File: src/rtl/sram_ctl_pkg.sv
// Shared SRAM controller definitions: default widths and read-path FSM encoding.
package sram_ctl_pkg;

  localparam int unsigned NUM_OF_PORTS       = 16;
  localparam int unsigned ARBITER_DATA_WIDTH = 64;
  localparam int unsigned DES_PORT_WIDTH     = 4;
  localparam int unsigned PACK_LENGTH_WIDTH  = 8;
  localparam int unsigned ADDR_WIDTH         = 14;

  typedef enum logic [1:0] {
    IDLE   = 2'd0,
    STREAM = 2'd1,
    DRAIN  = 2'd2
  } rd_state_e;

endpackage

File: src/rtl/rd_skid_buf.sv
// Two-entry FIFO holding SRAM read data; head is always presented on data.
module rd_skid_buf #(
  parameter int unsigned width = 64
) (
  input  logic             clk,
  input  logic             rst,
  input  logic             push,
  input  logic             pop,
  input  logic [width-1:0] wdata,
  output logic [width-1:0] data,
  output logic [1:0]       count,
  output logic             full,
  output logic             empty
);

  logic [width-1:0] head;
  logic [width-1:0] tail;
  logic [1:0]       cnt;
  logic             pop_ok;

  assign pop_ok = pop && (cnt != 2'd0);
  assign data   = head;
  assign count  = cnt;
  assign full   = (cnt == 2'd2);
  assign empty  = (cnt == 2'd0);

  // Shift-style storage: a pop moves tail into head, a push fills the first free slot.
  always_ff @(posedge clk) begin
    if (rst) begin
      head <= '0;
      tail <= '0;
      cnt  <= 2'd0;
    end else begin
      case ({push, pop_ok})
        2'b10: begin
          if (cnt == 2'd0) begin
            head <= wdata;
            cnt  <= 2'd1;
          end else if (cnt == 2'd1) begin
            tail <= wdata;
            cnt  <= 2'd2;
          end
        end
        2'b01: begin
          head <= tail;
          cnt  <= cnt - 2'd1;
        end
        2'b11: begin
          if (cnt == 2'd1) begin
            head <= wdata;
          end else begin
            head <= tail;
            tail <= wdata;
          end
        end
        default: ;
      endcase
    end
  end

endmodule

File: src/rtl/read_dispatcher.sv
// Reads a packet from SRAM by descriptor and streams it to one output port.
module read_dispatcher
  import sram_ctl_pkg::*;
#(
  parameter int unsigned num_of_ports       = NUM_OF_PORTS,
  parameter int unsigned arbiter_data_width = ARBITER_DATA_WIDTH,
  parameter int unsigned des_port_width     = DES_PORT_WIDTH,
  parameter int unsigned pack_length_width  = PACK_LENGTH_WIDTH,
  parameter int unsigned addr_width         = ADDR_WIDTH
) (
  input  logic                          clk,
  input  logic                          rst,
  input  logic                          desc_vld,
  input  logic [des_port_width-1:0]     desc_des_port,
  input  logic [pack_length_width-1:0]  desc_pack_length,
  input  logic [addr_width-1:0]         desc_start_addr,
  output logic                          desc_ready,
  output logic                          sram_rd_en,
  output logic [addr_width-1:0]         sram_rd_addr,
  input  logic [arbiter_data_width-1:0] sram_rd_data,
  input  logic [num_of_ports-1:0]       ready,
  output logic [num_of_ports-1:0]       vld,
  output logic [num_of_ports-1:0]       sop,
  output logic [num_of_ports-1:0]       eop,
  output logic [arbiter_data_width-1:0] data_out,
  output logic                          busy,
  output logic                          done
);

  rd_state_e                     state;
  logic [des_port_width-1:0]     port_q;
  logic [pack_length_width-1:0]  len_q;
  logic [pack_length_width-1:0]  rd_cnt;
  logic [pack_length_width-1:0]  out_idx;
  logic [addr_width-1:0]         rd_addr;
  logic                          rd_pend;
  logic                          done_q;

  logic [pack_length_width-1:0]  last_idx;
  logic [arbiter_data_width-1:0] buf_data;
  logic [1:0]                    buf_count;
  logic                          buf_full;
  logic                          buf_empty;
  logic                          pop_c;
  logic                          at_cap_c;
  logic                          rd_issue_c;

  assign last_idx = len_q - pack_length_width'(1);
  assign pop_c    = !buf_empty && ready[port_q];

  // Buffered plus in-flight words already fill both slots; a pop this cycle frees one.
  assign at_cap_c   = buf_full || ((buf_count == 2'd1) && rd_pend);
  assign rd_issue_c = (state == STREAM) && (!at_cap_c || pop_c) && !rst;

  assign sram_rd_en   = rd_issue_c;
  assign sram_rd_addr = rd_addr;
  assign data_out     = buf_data;
  assign desc_ready   = (state == IDLE);
  assign busy         = (state != IDLE);
  assign done         = done_q;

  rd_skid_buf #(
    .width (arbiter_data_width)
  ) u_buf (
    .clk   (clk),
    .rst   (rst),
    .push  (rd_pend),
    .pop   (pop_c),
    .wdata (sram_rd_data),
    .data  (buf_data),
    .count (buf_count),
    .full  (buf_full),
    .empty (buf_empty)
  );

  // Port strobes: one-hot on the latched port whenever the buffer head is valid.
  always_comb begin
    vld = '0;
    sop = '0;
    eop = '0;
    if (!buf_empty) begin
      vld[port_q] = 1'b1;
      sop[port_q] = (out_idx == '0);
      eop[port_q] = (out_idx == last_idx);
    end
  end

  // Control FSM with descriptor latch, read address/count and output word index.
  always_ff @(posedge clk) begin
    if (rst) begin
      state   <= IDLE;
      port_q  <= '0;
      len_q   <= '0;
      rd_cnt  <= '0;
      out_idx <= '0;
      rd_addr <= '0;
      rd_pend <= 1'b0;
      done_q  <= 1'b0;
    end else begin
      rd_pend <= rd_issue_c;
      done_q  <= 1'b0;
      if (rd_issue_c) begin
        rd_addr <= rd_addr + addr_width'(1);
        rd_cnt  <= rd_cnt + pack_length_width'(1);
      end
      if (pop_c) begin
        out_idx <= out_idx + pack_length_width'(1);
      end
      case (state)
        IDLE: begin
          if (desc_vld) begin
            port_q  <= desc_des_port;
            len_q   <= desc_pack_length;
            rd_addr <= desc_start_addr;
            rd_cnt  <= '0;
            out_idx <= '0;
            if (desc_pack_length == '0) begin
              done_q <= 1'b1;
            end else begin
              state <= STREAM;
            end
          end
        end
        STREAM: begin
          if (rd_issue_c && (rd_cnt == last_idx)) begin
            state <= DRAIN;
          end
        end
        DRAIN: begin
          if (pop_c && (out_idx == last_idx)) begin
            state  <= IDLE;
            done_q <= 1'b1;
          end
        end
        default: state <= IDLE;
      endcase
    end
  end

endmodule

File: config.mk
export PLATFORM = sky130hd
export DESIGN_NAME = read_dispatcher
export DESIGN_NICKNAME = d
export VERILOG_FILES = /design/src/rtl/sram_ctl_pkg.sv /design/src/rtl/rd_skid_buf.sv /design/src/rtl/read_dispatcher.sv
export SDC_FILE = /design/constraint.sdc
export NUM_CORES = 1
export LEC_CHECK = 0
export CORE_ASPECT_RATIO = 0.8
export CORE_MARGIN = 2
export CORE_UTILIZATION = 49
export CTS_CLUSTER_DIAMETER = 100
export DETAILED_ROUTE_END_ITERATION = 10
export GPL_TIMING_DRIVEN = 0
export MAX_ROUTING_LAYER = met4
export PLACE_DENSITY = 0.84
export SLEW_MARGIN = 20
export SYNTH_ARGS = -nofsm -noshare
export SYNTH_HDL_FRONTEND = slang
export SYNTH_SLANG_ARGS = --single-unit
File: constraint.sdc
create_clock -name clk -period 4.43 [get_ports clk]
set_input_delay 0.886 -clock clk [delete_from_list [all_inputs] [get_ports clk]]
set_output_delay 0.886 -clock clk [all_outputs]
set_load 0.02 [all_outputs]
==> impl_metrics.ini, run 1 <==
[outcome]
outcome = completed

[layout]
drive_above_1_share_pct = 7.01
fin_util_pct = 67.7
fin_nets = 1473
fin_cells = 1599
design_area_sq_mm = 0.0122
syn_to_final_growth_pct = 36.1
n_antenna_cell = 0

[setup_path]
r2r_end = u_buf.data[30]
endpoint = eop[15]
end_kind = output port
reg2reg_depth = 8
arrival_ns = 3.29
r2r_slack_ns = 1.63
cp-startpoint = len_q[0]
crit_fanout = 8
cp.required_ns = 3.54
cp-start-kind = flop
worst-setup-path-type = flop to output port
reg2reg_from = port_q[3]

[floorplanning]
rows = 44
core_sq_mm = 0.0180
dieArea_sq_mm = 0.0194
start_util_pct = 49.7
io_pins = 239
die_x_um = 155
fp.dieH_um = 125

[timing]
relSlewSlack_pct = 49.7
period_minus_slack_ns = 4.18
fmaxAchievable_mhz = 239
fin_ws_ns = 0.250
slew_violations = 0
tightest_slew_ns = 0.755
skew_ns = 0.0174
period_share_pct = 94.4
finalSetupViolations = 0
rsz0062_at_grt = no
hold_viol_final = 0

[yosys]
synth_cell_types = 52
ys.flop_type = dfxtp_1
synth_edf_count = 0
postSynthAreaPerCell_sq_um = 8.15
syn-num-nets = 1215
ys_ff_latch = 176
synth.yosys.seq_area_share_pct = 39.4
synth_top_area_share_pct = 39.4
async_reset_ff_share_pct = 0
synth_area_leaders = dfxtp_1, nand2b_1, mux2i_1
synth.cell_area_sq_mm = 0.00895
ys_top_cells_by_count = nand2_1, dfxtp_1, nor2_1, nand2b_1, mux2i_1
synth_most_common_cell = nand2_1
synth_area_leader_cell = dfxtp_1
ys_warn_count = 0
syn_inst = 1098

[drt]
first_pass_iters = 5
ant_nets = 0
drc = 0
totalWireLength_um = 26200
route.vias.total = 8776
drtIter0Drc = 604
drt-vias-per-instance = 5.49
wl_per_cell_um = 16.4

[worst_hold_path]
min_from = u_buf.tail[4]
hold_path_class = flop to flop

[power_and_ir_drop]
total_power_mw = 4.75
p_per_area_mw_per_mm2 = 390
peakVddDrop_mv = 0.241
p_leak_nw = 4.54

[global_routing]
grt_use_total_pct = 27.5
grt_pass1_vias = 8323
grt_pass1_wl_um = 42000
grt_max_degree = 19
grt_overflow = 0
antenna_found_initial = 0

[place]
dp_cells = 1566
place_ws_ns = -0.197
gp_routability_congestion = 0.918
place_area_sq_mm = 0.0116
portBuffers = 238
hpwl_um = 19200

[clock_network]
h-tree-depth = 4
clk_pin_slew_worst_paths_ns = 0.07
ctsHoldBuffers = 0
cts_made_buffers = 17
cts.path.max_buffers = 2
cts_sinks = 176
clock_latency_ns = 0.44
clock-root-buffer = clkbuf_16
cts_tree = yes

[flow_run]
maxCapViolCount = 0
==> layer usage <==
metal	GRT usage, %	share of wire [%]	vias up
met4	8.93	2.0	0
li1	-	-	4238
met3	5.05	6.6	43
met1	37.1	47	4159
met2	41.7	45	336
met5	-	0	-
==> worst min-delay path by stage <==
stage | cells past startpoint | slack, ns | end
floorplan | 2 | 0.45 | u_buf.tail[45]
global placement | 2 | 0.46 | u_buf.tail[51]
detailed placement | 2 | 0.46 | u_buf.tail[60]
finish | 2 | 0.48 | u_buf.tail[4]
CTS | 2 | 0.48 | u_buf.tail[4]
global route | 2 | 0.48 | u_buf.tail[4]
==> registers in the layout, summed over array words and instances (netlist names) <==
name and count:
sram_rd_addr 14, done 1, state 2, rd_cnt 8
u_buf.count 2, len_q 8, u_buf.tail 64, out_idx 8
u_buf.data 64, port_q 4, rd_pend 1
==> layout make-up <==
type | instances | area (sq um)
fill | 1482 | 5820
timing repair buffer | 239 | 2350
multi-input combinational | 805 | 4930
clock buffer | 17 | 425
clock inverter | 15 | 144
inverter | 27 | 101
tap | 230 | 288
sequential | 176 | 3520
buffer | 90 | 420
==> repair_timing <==
item | in CTS | in global routing
resized for setup | 14 | 27
pin swaps | 1 | 0
cloned | 0 | 0
hold endpoints to repair | 0 | 0
setup buffers | 1 | 0
setup endpoints to repair | 16 | 15
==> metrics by stage <==
stage | TNS, ns | hold WS [ns]
2_1_floorplan | 0 | 0.449
3_3_place_gp | -1.44 | 0.457
3_5_place_dp | -1.82 | 0.462
4_1_cts | 0 | 0.476
5_1_grt | 0 | 0.484
6_report | 0 | 0.476
==> layout by cell type (no fill, tap or decap), drive strengths merged, types with 24 or more instances in the layout <==
cell type	instances
xnor2	24
clkdlybuf4s50	222
nor2	145
clkbuf	83
nand2	187
dfxtp	176
buf	35
inv	35
nand2b	134
a311oi	69
mux2i	74
==> logic make-up after synthesis <==
kind of cell	Yosys count	share of synthesized area, %
AO/OA/AOI/OAI	132	11.5
buffers and inverters	117	5.80
adder cells (fa/ha/maj)	8	1.12
flip-flops	176	39.4
multiplexers	78	8.95
XOR/XNOR	36	3.52
AND/OR/NAND/NOR	551	29.8
==> worst max-delay path, stage by stage (launching register included) <==
cell	delay, ns
dfxtp_1	0.30
clkbuf_1	0.20
inv_1	0.11
ha_1	0.14
buf_2	0.20
or4b_4	0.53
mux2_2	0.24
nand4_1	0.14
a2111oi_4	0.28
nand2_2	0.18
nor2_1	0.17
dlygate4sd2_1	0.36
==> where the power goes <==
part / internal, mW / total, mW / switching (mW) / leakage, nW
logic: 0.624 / 1.43 / 0.808 / 2.83
registers: 1.75 / 1.85 / 0.103 / 1.44
clock network: 0.747 / 1.46 / 0.716 / 0.279
Power figures use the tool's default switching activity.
==> run 2, diff against run 1 <==
--- a/config.mk
+++ b/config.mk
@@ -5,6 +5,7 @@
 export SDC_FILE = /design/constraint.sdc
 export NUM_CORES = 1
 export LEC_CHECK = 0
+export ABC_CLOCK_PERIOD_IN_PS = 4430
 export CORE_ASPECT_RATIO = 0.8
 export CORE_MARGIN = 2
 export CORE_UTILIZATION = 49
==> results of run 2 <==
Final layout, timing and power as in run 1 (identical DEF).
